File: src/rtl/cpu_pkg.sv
// Shared types for the CPU front end: fetch FSM states and the {instr, pc} entry
// carried from the fetch stage to decode.
package cpu_pkg;

    localparam int CPU_ADDR_W  = 32;
    localparam int CPU_INSTR_W = 32;

    typedef enum logic [1:0] {
        S_IDLE,
        S_REQ,
        S_WAIT,
        S_DRAIN
    } fetch_state_t;

    typedef struct packed {
        logic [CPU_INSTR_W-1:0] instr;
        logic [CPU_ADDR_W-1:0]  pc;
    } fetch_entry_t;

    function automatic logic [CPU_ADDR_W-1:0] alignWord(input logic [CPU_ADDR_W-1:0] addr);
        return {addr[CPU_ADDR_W-1:2], 2'b00};
    endfunction

endpackage

File: src/rtl/fetch_fifo.sv
// Small synchronous prefetch FIFO of {instr, pc} entries. Flush wins over push,
// and a pop on an empty FIFO or a push on a full one without a pop is ignored.
module fetch_fifo
    import cpu_pkg::*;
#(
    parameter int DEPTH = 2
) (
    input  logic                    clk,
    input  logic                    reset,
    input  logic                    push,
    input  fetch_entry_t            pushData,
    input  logic                    pop,
    input  logic                    flush,
    output logic                    full,
    output logic                    empty,
    output logic [$clog2(DEPTH):0]  count,
    output fetch_entry_t            headData
);

    localparam int PTR_W = $clog2(DEPTH);
    localparam int CNT_W = PTR_W + 1;

    fetch_entry_t       mem_q [DEPTH];
    logic [PTR_W-1:0]   wrPtr_q;
    logic [PTR_W-1:0]   rdPtr_q;
    logic [CNT_W-1:0]   count_q;
    logic               doPush;
    logic               doPop;

    assign empty    = (count_q == '0);
    assign full     = (count_q == CNT_W'(DEPTH));
    assign count    = count_q;
    assign headData = mem_q[rdPtr_q];

    assign doPop  = pop && !empty;
    assign doPush = push && (!full || doPop);

    always_ff @(posedge clk) begin
        if (reset || flush) begin
            wrPtr_q <= '0;
            rdPtr_q <= '0;
            count_q <= '0;
        end else begin
            if (doPush) begin
                wrPtr_q <= wrPtr_q + PTR_W'(1);
            end
            if (doPop) begin
                rdPtr_q <= rdPtr_q + PTR_W'(1);
            end
            unique case ({doPush, doPop})
                2'b10:   count_q <= count_q + CNT_W'(1);
                2'b01:   count_q <= count_q - CNT_W'(1);
                default: count_q <= count_q;
            endcase
        end
    end

    // Storage needs no reset; the pointers and count decide what is valid.
    always_ff @(posedge clk) begin
        if (!reset && !flush && doPush) begin
            mem_q[wrPtr_q] <= pushData;
        end
    end

endmodule

File: src/rtl/fetch_unit.sv
// Instruction fetch stage: owns the PC, issues one outstanding req/gnt/rvalid read
// at a time, buffers returned words and discards wrong-path data after a redirect.
module fetch_unit
    import cpu_pkg::*;
#(
    parameter int                ADDR_W    = CPU_ADDR_W,
    parameter int                INSTR_W   = CPU_INSTR_W,
    parameter logic [ADDR_W-1:0] RESET_PC  = '0,
    parameter int                BUF_DEPTH = 2
) (
    input  logic               clk,
    input  logic               reset,
    output logic               imem_req,
    output logic [ADDR_W-1:0]  imem_addr,
    input  logic               imem_gnt,
    input  logic               imem_rvalid,
    input  logic [INSTR_W-1:0] imem_rdata,
    input  logic               redirect,
    input  logic [ADDR_W-1:0]  redirect_target,
    output logic               instr_valid,
    input  logic               instr_ready,
    output logic [INSTR_W-1:0] instr,
    output logic [ADDR_W-1:0]  instr_pc,
    output logic [ADDR_W-1:0]  instr_pc_plus8
);

    localparam int CNT_W = $clog2(BUF_DEPTH) + 1;

    fetch_state_t       state_q, state_d;
    logic [ADDR_W-1:0]  fetchPc_q, fetchPc_d;
    logic [ADDR_W-1:0]  reqPc_q, reqPc_d;

    logic               fifoPush, fifoPop, fifoFlush;
    logic               fifoFull, fifoEmpty;
    logic [CNT_W-1:0]   fifoCount;
    fetch_entry_t       pushEntry, headEntry;
    logic               hasSpace;
    logic               granted;

    fetch_fifo #(
        .DEPTH (BUF_DEPTH)
    ) u_fifo (
        .clk      (clk),
        .reset    (reset),
        .push     (fifoPush),
        .pushData (pushEntry),
        .pop      (fifoPop),
        .flush    (fifoFlush),
        .full     (fifoFull),
        .empty    (fifoEmpty),
        .count    (fifoCount),
        .headData (headEntry)
    );

    // Space is judged on the count before any same-cycle pop.
    assign hasSpace  = (fifoCount < CNT_W'(BUF_DEPTH));
    assign pushEntry = '{instr: imem_rdata, pc: reqPc_q};

    assign imem_addr      = fetchPc_q;
    assign instr_valid    = !fifoEmpty;
    assign fifoPop        = instr_valid && instr_ready;
    assign instr          = fifoEmpty ? '0 : headEntry.instr;
    assign instr_pc       = fifoEmpty ? '0 : headEntry.pc;
    assign instr_pc_plus8 = instr_pc + ADDR_W'(8);

    always_ff @(posedge clk) begin
        if (reset) begin
            state_q   <= S_IDLE;
            fetchPc_q <= alignWord(RESET_PC);
            reqPc_q   <= '0;
        end else begin
            state_q   <= state_d;
            fetchPc_q <= fetchPc_d;
            reqPc_q   <= reqPc_d;
        end
    end

    always_comb begin
        state_d   = state_q;
        fetchPc_d = fetchPc_q;
        reqPc_d   = reqPc_q;
        imem_req  = 1'b0;
        granted   = 1'b0;
        fifoPush  = 1'b0;
        fifoFlush = 1'b0;

        unique case (state_q)
            S_IDLE: begin
                state_d = S_REQ;
            end
            S_REQ: begin
                imem_req = hasSpace;
                if (hasSpace && imem_gnt) begin
                    granted   = 1'b1;
                    reqPc_d   = fetchPc_q;
                    fetchPc_d = fetchPc_q + ADDR_W'(4);
                    state_d   = S_WAIT;
                end
            end
            S_WAIT: begin
                if (imem_rvalid) begin
                    fifoPush = !fifoFull || fifoPop;
                    state_d  = S_REQ;
                end
            end
            S_DRAIN: begin
                if (imem_rvalid) begin
                    state_d = S_REQ;
                end
            end
            default: begin
                state_d = S_IDLE;
            end
        endcase

        // A redirect overrides everything; any read already granted must still drain.
        if (redirect && state_q != S_IDLE) begin
            fifoFlush = 1'b1;
            fifoPush  = 1'b0;
            fetchPc_d = alignWord(redirect_target);
            unique case (state_q)
                S_REQ:           state_d = granted ? S_DRAIN : S_REQ;
                S_WAIT, S_DRAIN: state_d = imem_rvalid ? S_REQ : S_DRAIN;
                default:         state_d = state_q;
            endcase
        end
    end

endmodule

File: config.mk
export PLATFORM = sky130hd
export DESIGN_NAME = fetch_unit
export DESIGN_NICKNAME = d
export VERILOG_FILES = /design/src/rtl/cpu_pkg.sv /design/src/rtl/fetch_fifo.sv /design/src/rtl/fetch_unit.sv
export SDC_FILE = /design/constraint.sdc
export NUM_CORES = 1
export LEC_CHECK = 0
export CAP_MARGIN = 20
export CORE_MARGIN = 3
export CORE_UTILIZATION = 54
export DETAILED_ROUTE_END_ITERATION = 7
export HOLD_SLACK_MARGIN = 0.05
export PLACE_DENSITY_LB_ADDON = 0.15
export SETUP_SLACK_MARGIN = 0.1
export SYNTH_ARGS = -nofsm -noshare
export SYNTH_HDL_FRONTEND = slang
export SYNTH_SLANG_ARGS = --single-unit
File: constraint.sdc
create_clock -name clk -period 25 [get_ports clk]
set_input_delay 5 -clock clk [delete_from_list [all_inputs] [get_ports clk]]
set_output_delay 5 -clock clk [all_outputs]
set_load 0.05 [all_outputs]
==> flow_metrics.env <==
export IMPL_status="complete, no violations"
export IMPL_grt_pass1_vias=5748
export IMPL_reg2reg_setup_slack_ns=22.27
export IMPL_post_cts_buffers=0
export IMPL_yosys_top_cells_count="edfxtp_1 (124), nor2_1 (99), nand2_1 (84)"
export IMPL_finClkSkew_ns=0.00608
export IMPL_cts_hold_buffers=0
export IMPL_grt_pass1_wl_um=29300
export IMPL_cap_violations=0
export IMPL_die_area_um2=16800
export IMPL_cts_repair_resized=0
export IMPL_wl_per_cell_um=17.0
export IMPL_holdPathStages=0
export IMPL_tritoncts="done"
export IMPL_ant_nets=0
export IMPL_cts_root_buf="clkbuf_16"
export IMPL_n_fill_cell=1007
export IMPL_finalHoldViolCount=0
export IMPL_synthXorXnorAreaFrac=0.0625
export IMPL_holdPathEnd="u_fifo.mem_q[1][7]"
export IMPL_slew_headroom=0.319
export IMPL_period_minus_slack_ns=9.54
export IMPL_netlist_area_leader_share=0.450
export IMPL_hold_start="reqPc_q[7]"
export IMPL_clock_latency_ns=0.42
export IMPL_wl_met3_um=1230
export IMPL_setup_violations=0
export IMPL_worstHoldPathType="reg2reg"
export IMPL_viasPerCell=5.50
export IMPL_synth_compound_area_frac=0.0552
export IMPL_drive_gt1_frac=0.0549
export IMPL_ys_flop_type="edfxtp_1"
export IMPL_gp_congestion=0.888
export IMPL_grt_overflow_total=0
export IMPL_cp_max_fo=61
export IMPL_ff_latch_area_um2=5070
export IMPL_synth_fa_ha_area_frac=0.00454
export IMPL_r2r_start="state_q[0]"
export IMPL_end_kind="output port"
export IMPL_tightest_slew_ns=1.02
export IMPL_synth_edff_count=124
export IMPL_arrival_ns=4.54
export IMPL_dpl_hpwl_um=12900
export IMPL_die_w_um=130
export IMPL_grt_max_degree=75
export IMPL_synth_cell_types=38
export IMPL_reg2reg_depth=5
export IMPL_syn_area_per_cell_um2=11.4
export IMPL_top_layer="met4"
export IMPL_final_max_slew_viol_count=0
export IMPL_p_leak_nw=3.50
export IMPL_crit_type="reg2out"
export IMPL_clock_path_buffers=2
export IMPL_antenna_found_initial=0
export IMPL_portBuffers=191
export IMPL_core_um2=14800
export IMPL_synth_area_leaders="edfxtp_1 (45%), dfxtp_1 (16%), mux2i_1 (7.5%)"
export IMPL_critPathLaunchType="flip-flop"
export IMPL_drt_iter0_drc=415
export IMPL_yosysWarnings=0
export IMPL_rows=44
export IMPL_clkTransAtPathRegs_ns=0.07
export IMPL_ys_seq_area_frac=0.612
export IMPL_antenna_cells=0
export IMPL_async_reset_ff_frac=0
export IMPL_r2r_end="imem_addr[30]"
export IMPL_multiInputGateArea_um2=2990
export IMPL_timing_fmax_mhz=105
export IMPL_drc=0
export IMPL_numCtsBuffers=17
export IMPL_io_pins=200
export IMPL_initial_core_util=0.560
export IMPL_num_vias=6023
export IMPL_synthToLayoutAreaGrowth_pct=31.5
export IMPL_htreeDepth=4
export IMPL_muxShareOfSynthArea=0.0750
export IMPL_synth_most_common_cell="edfxtp_1"
export IMPL_rsz0062_at_grt="no"
export IMPL_syn_inst=724
export IMPL_firstDrtPassIters=5
export IMPL_post_route_period_util=0.381
export IMPL_die_h_um=130
export IMPL_hold_worst_slack_ns=0.458
export IMPL_nNetsFinal=971
export IMPL_syn_area_um2=8270
export IMPL_yosys_area_share_simple=0.158
export IMPL_setup_tns_final_ns=0
export IMPL_synth_top_cell_by_area="edfxtp_1"
export IMPL_vdd_ir_drop_max_v=0.0000454
export IMPL_grt_usage=0.220
export IMPL_p_per_area_nw_per_um2=61.0
export IMPL_clock_sinks=191
export IMPL_wl_um=18700
export IMPL_crit_required_ns=20.00
export IMPL_synth_top_family_by_area="simple AND/OR/NAND/NOR gates"
export IMPL_ys_ff_latch=191
export IMPL_wl_met1_um=8340
export IMPL_dr_wl_met2_um=8740
layout by cell type (no fill, tap or decap), types with 2 or more instances in the layout:
master / Yosys / layout
nand3_1: 19 / 19
clkbuf_16: 0 / 17
nor2_1: 99 / 98
a311oi_1: 3 / 3
a21oi_1: 32 / 32
or3_1: 3 / 3
buf_4: 8 / 7
nor4_2: 1 / 2
ha_1: 3 / 3
dfxtp_1: 67 / 66
xor2_1: 42 / 42
nand3b_1: 5 / 5
and2_1: 4 / 4
clkdlybuf4s50_1: 0 / 190
nand4_1: 14 / 14
nor4_1: 13 / 12
and3_1: 6 / 6
mux2i_1: 62 / 62
conb_1: 1 / 6
nand2_1: 84 / 84
o21ai_0: 5 / 5
xnor2_1: 17 / 17
clkinv_4: 0 / 2
nor3_1: 16 / 16
and4_1: 3 / 3
nor3b_1: 2 / 2
edfxtp_1: 124 / 124
or2_2: 2 / 2
a211oi_1: 32 / 32
inv_6: 0 / 4
clkinvlp_4: 0 / 4
inv_1: 8 / 8
sequential cells by signal, indices dropped and copies added, names as in the netlist, named ones only:
| name | flops |
|---|---|
| u_fifo.wrPtr_q | 1 |
| reqPc_q | 30 |
| u_fifo.count | 2 |
| imem_addr | 30 |
| u_fifo.rdPtr_q | 1 |
| u_fifo.mem_q | 124 |
| state_q | 2 |
metal layers:
| metal | up-vias | global-route usage |
|---|---|---|
| li1 | 2918 | - |
| met5 | - | 0 |
| met4 | 0 | 0.0782 |
| met1 | 2825 | 0.311 |
| met3 | 28 | 0.0450 |
| met2 | 252 | 0.339 |
per-stage QoR:
stage / utilization / worst slack, ns / instance area, um^2 / cells / total power, mW
after CTS: 0.735 / 15.04 / 10800 / 1094 / 0.668
after detailed placement: 0.697 / 15.48 / 10300 / 1062 / 0.415
after floorplan: - / 12.41 / 8290 / 729 / 0.390
after global routing: 0.737 / 15.17 / 10900 / 1095 / 0.686
after global placement: 0.697 / 15.64 / 10300 / 1062 / 0.414
final: 0.737 / 15.47 / 10900 / 1095 / 0.664
worst max-delay path by stage:
stage	start	to	slack, ns	cells past startpoint
global route	u_fifo.count[1]	instr_pc_plus8[17]	15.17	11
finish	u_fifo.count[1]	instr_pc_plus8[17]	15.47	11
floorplan	imem_rvalid	u_fifo.mem_q[1][10]	12.41	4
CTS	flip-flop	instr_pc_plus8[17]	15.04	11
detailed placement	flip-flop	instr_pc_plus8[17]	15.48	11
global placement	flip-flop	instr_pc_plus8[17]	15.64	11
critical path: stages (launching register included):
cell and delay, ns:
dfxtp_1 0.49, nor2_4 0.15, buf_4 0.35, or2_2 0.39
inv_1 0.09, ha_1 0.21, o21ai_0 0.16, a211oi_1 0.40
nand3_1 0.35, nor4_1 0.41, xor2_1 0.26, clkdlybuf4s50_1 0.85
cell type report:
type	count	area share
Sequential cell	191	0.466
Timing Repair Buffer	199	0.183
Clock inverter	14	0.0122
Clock buffer	18	0.0395
Tap cell	184	0.0212
Inverter	8	0.00276
Multi-Input combinational cell	481	0.275
where the power goes:
part           switching [mW]  leakage (nW)  internal [mW]
clock network           0.116         0.259          0.139
logic                  0.0361          1.56         0.0239
registers             0.00840          1.68          0.340
total                   0.160          3.50          0.503
kinds of logic (layout without fill, tap and decap cells):
family	count (synthesis)	count (layout)
buf+inv	57	239
simple gates	278	278
xor+xnor	59	59
compound gates	73	73
other cells	1	6
mux	62	62
flops	191	191
fa+ha+maj	3	3
Power figures use the tool's default switching activity.
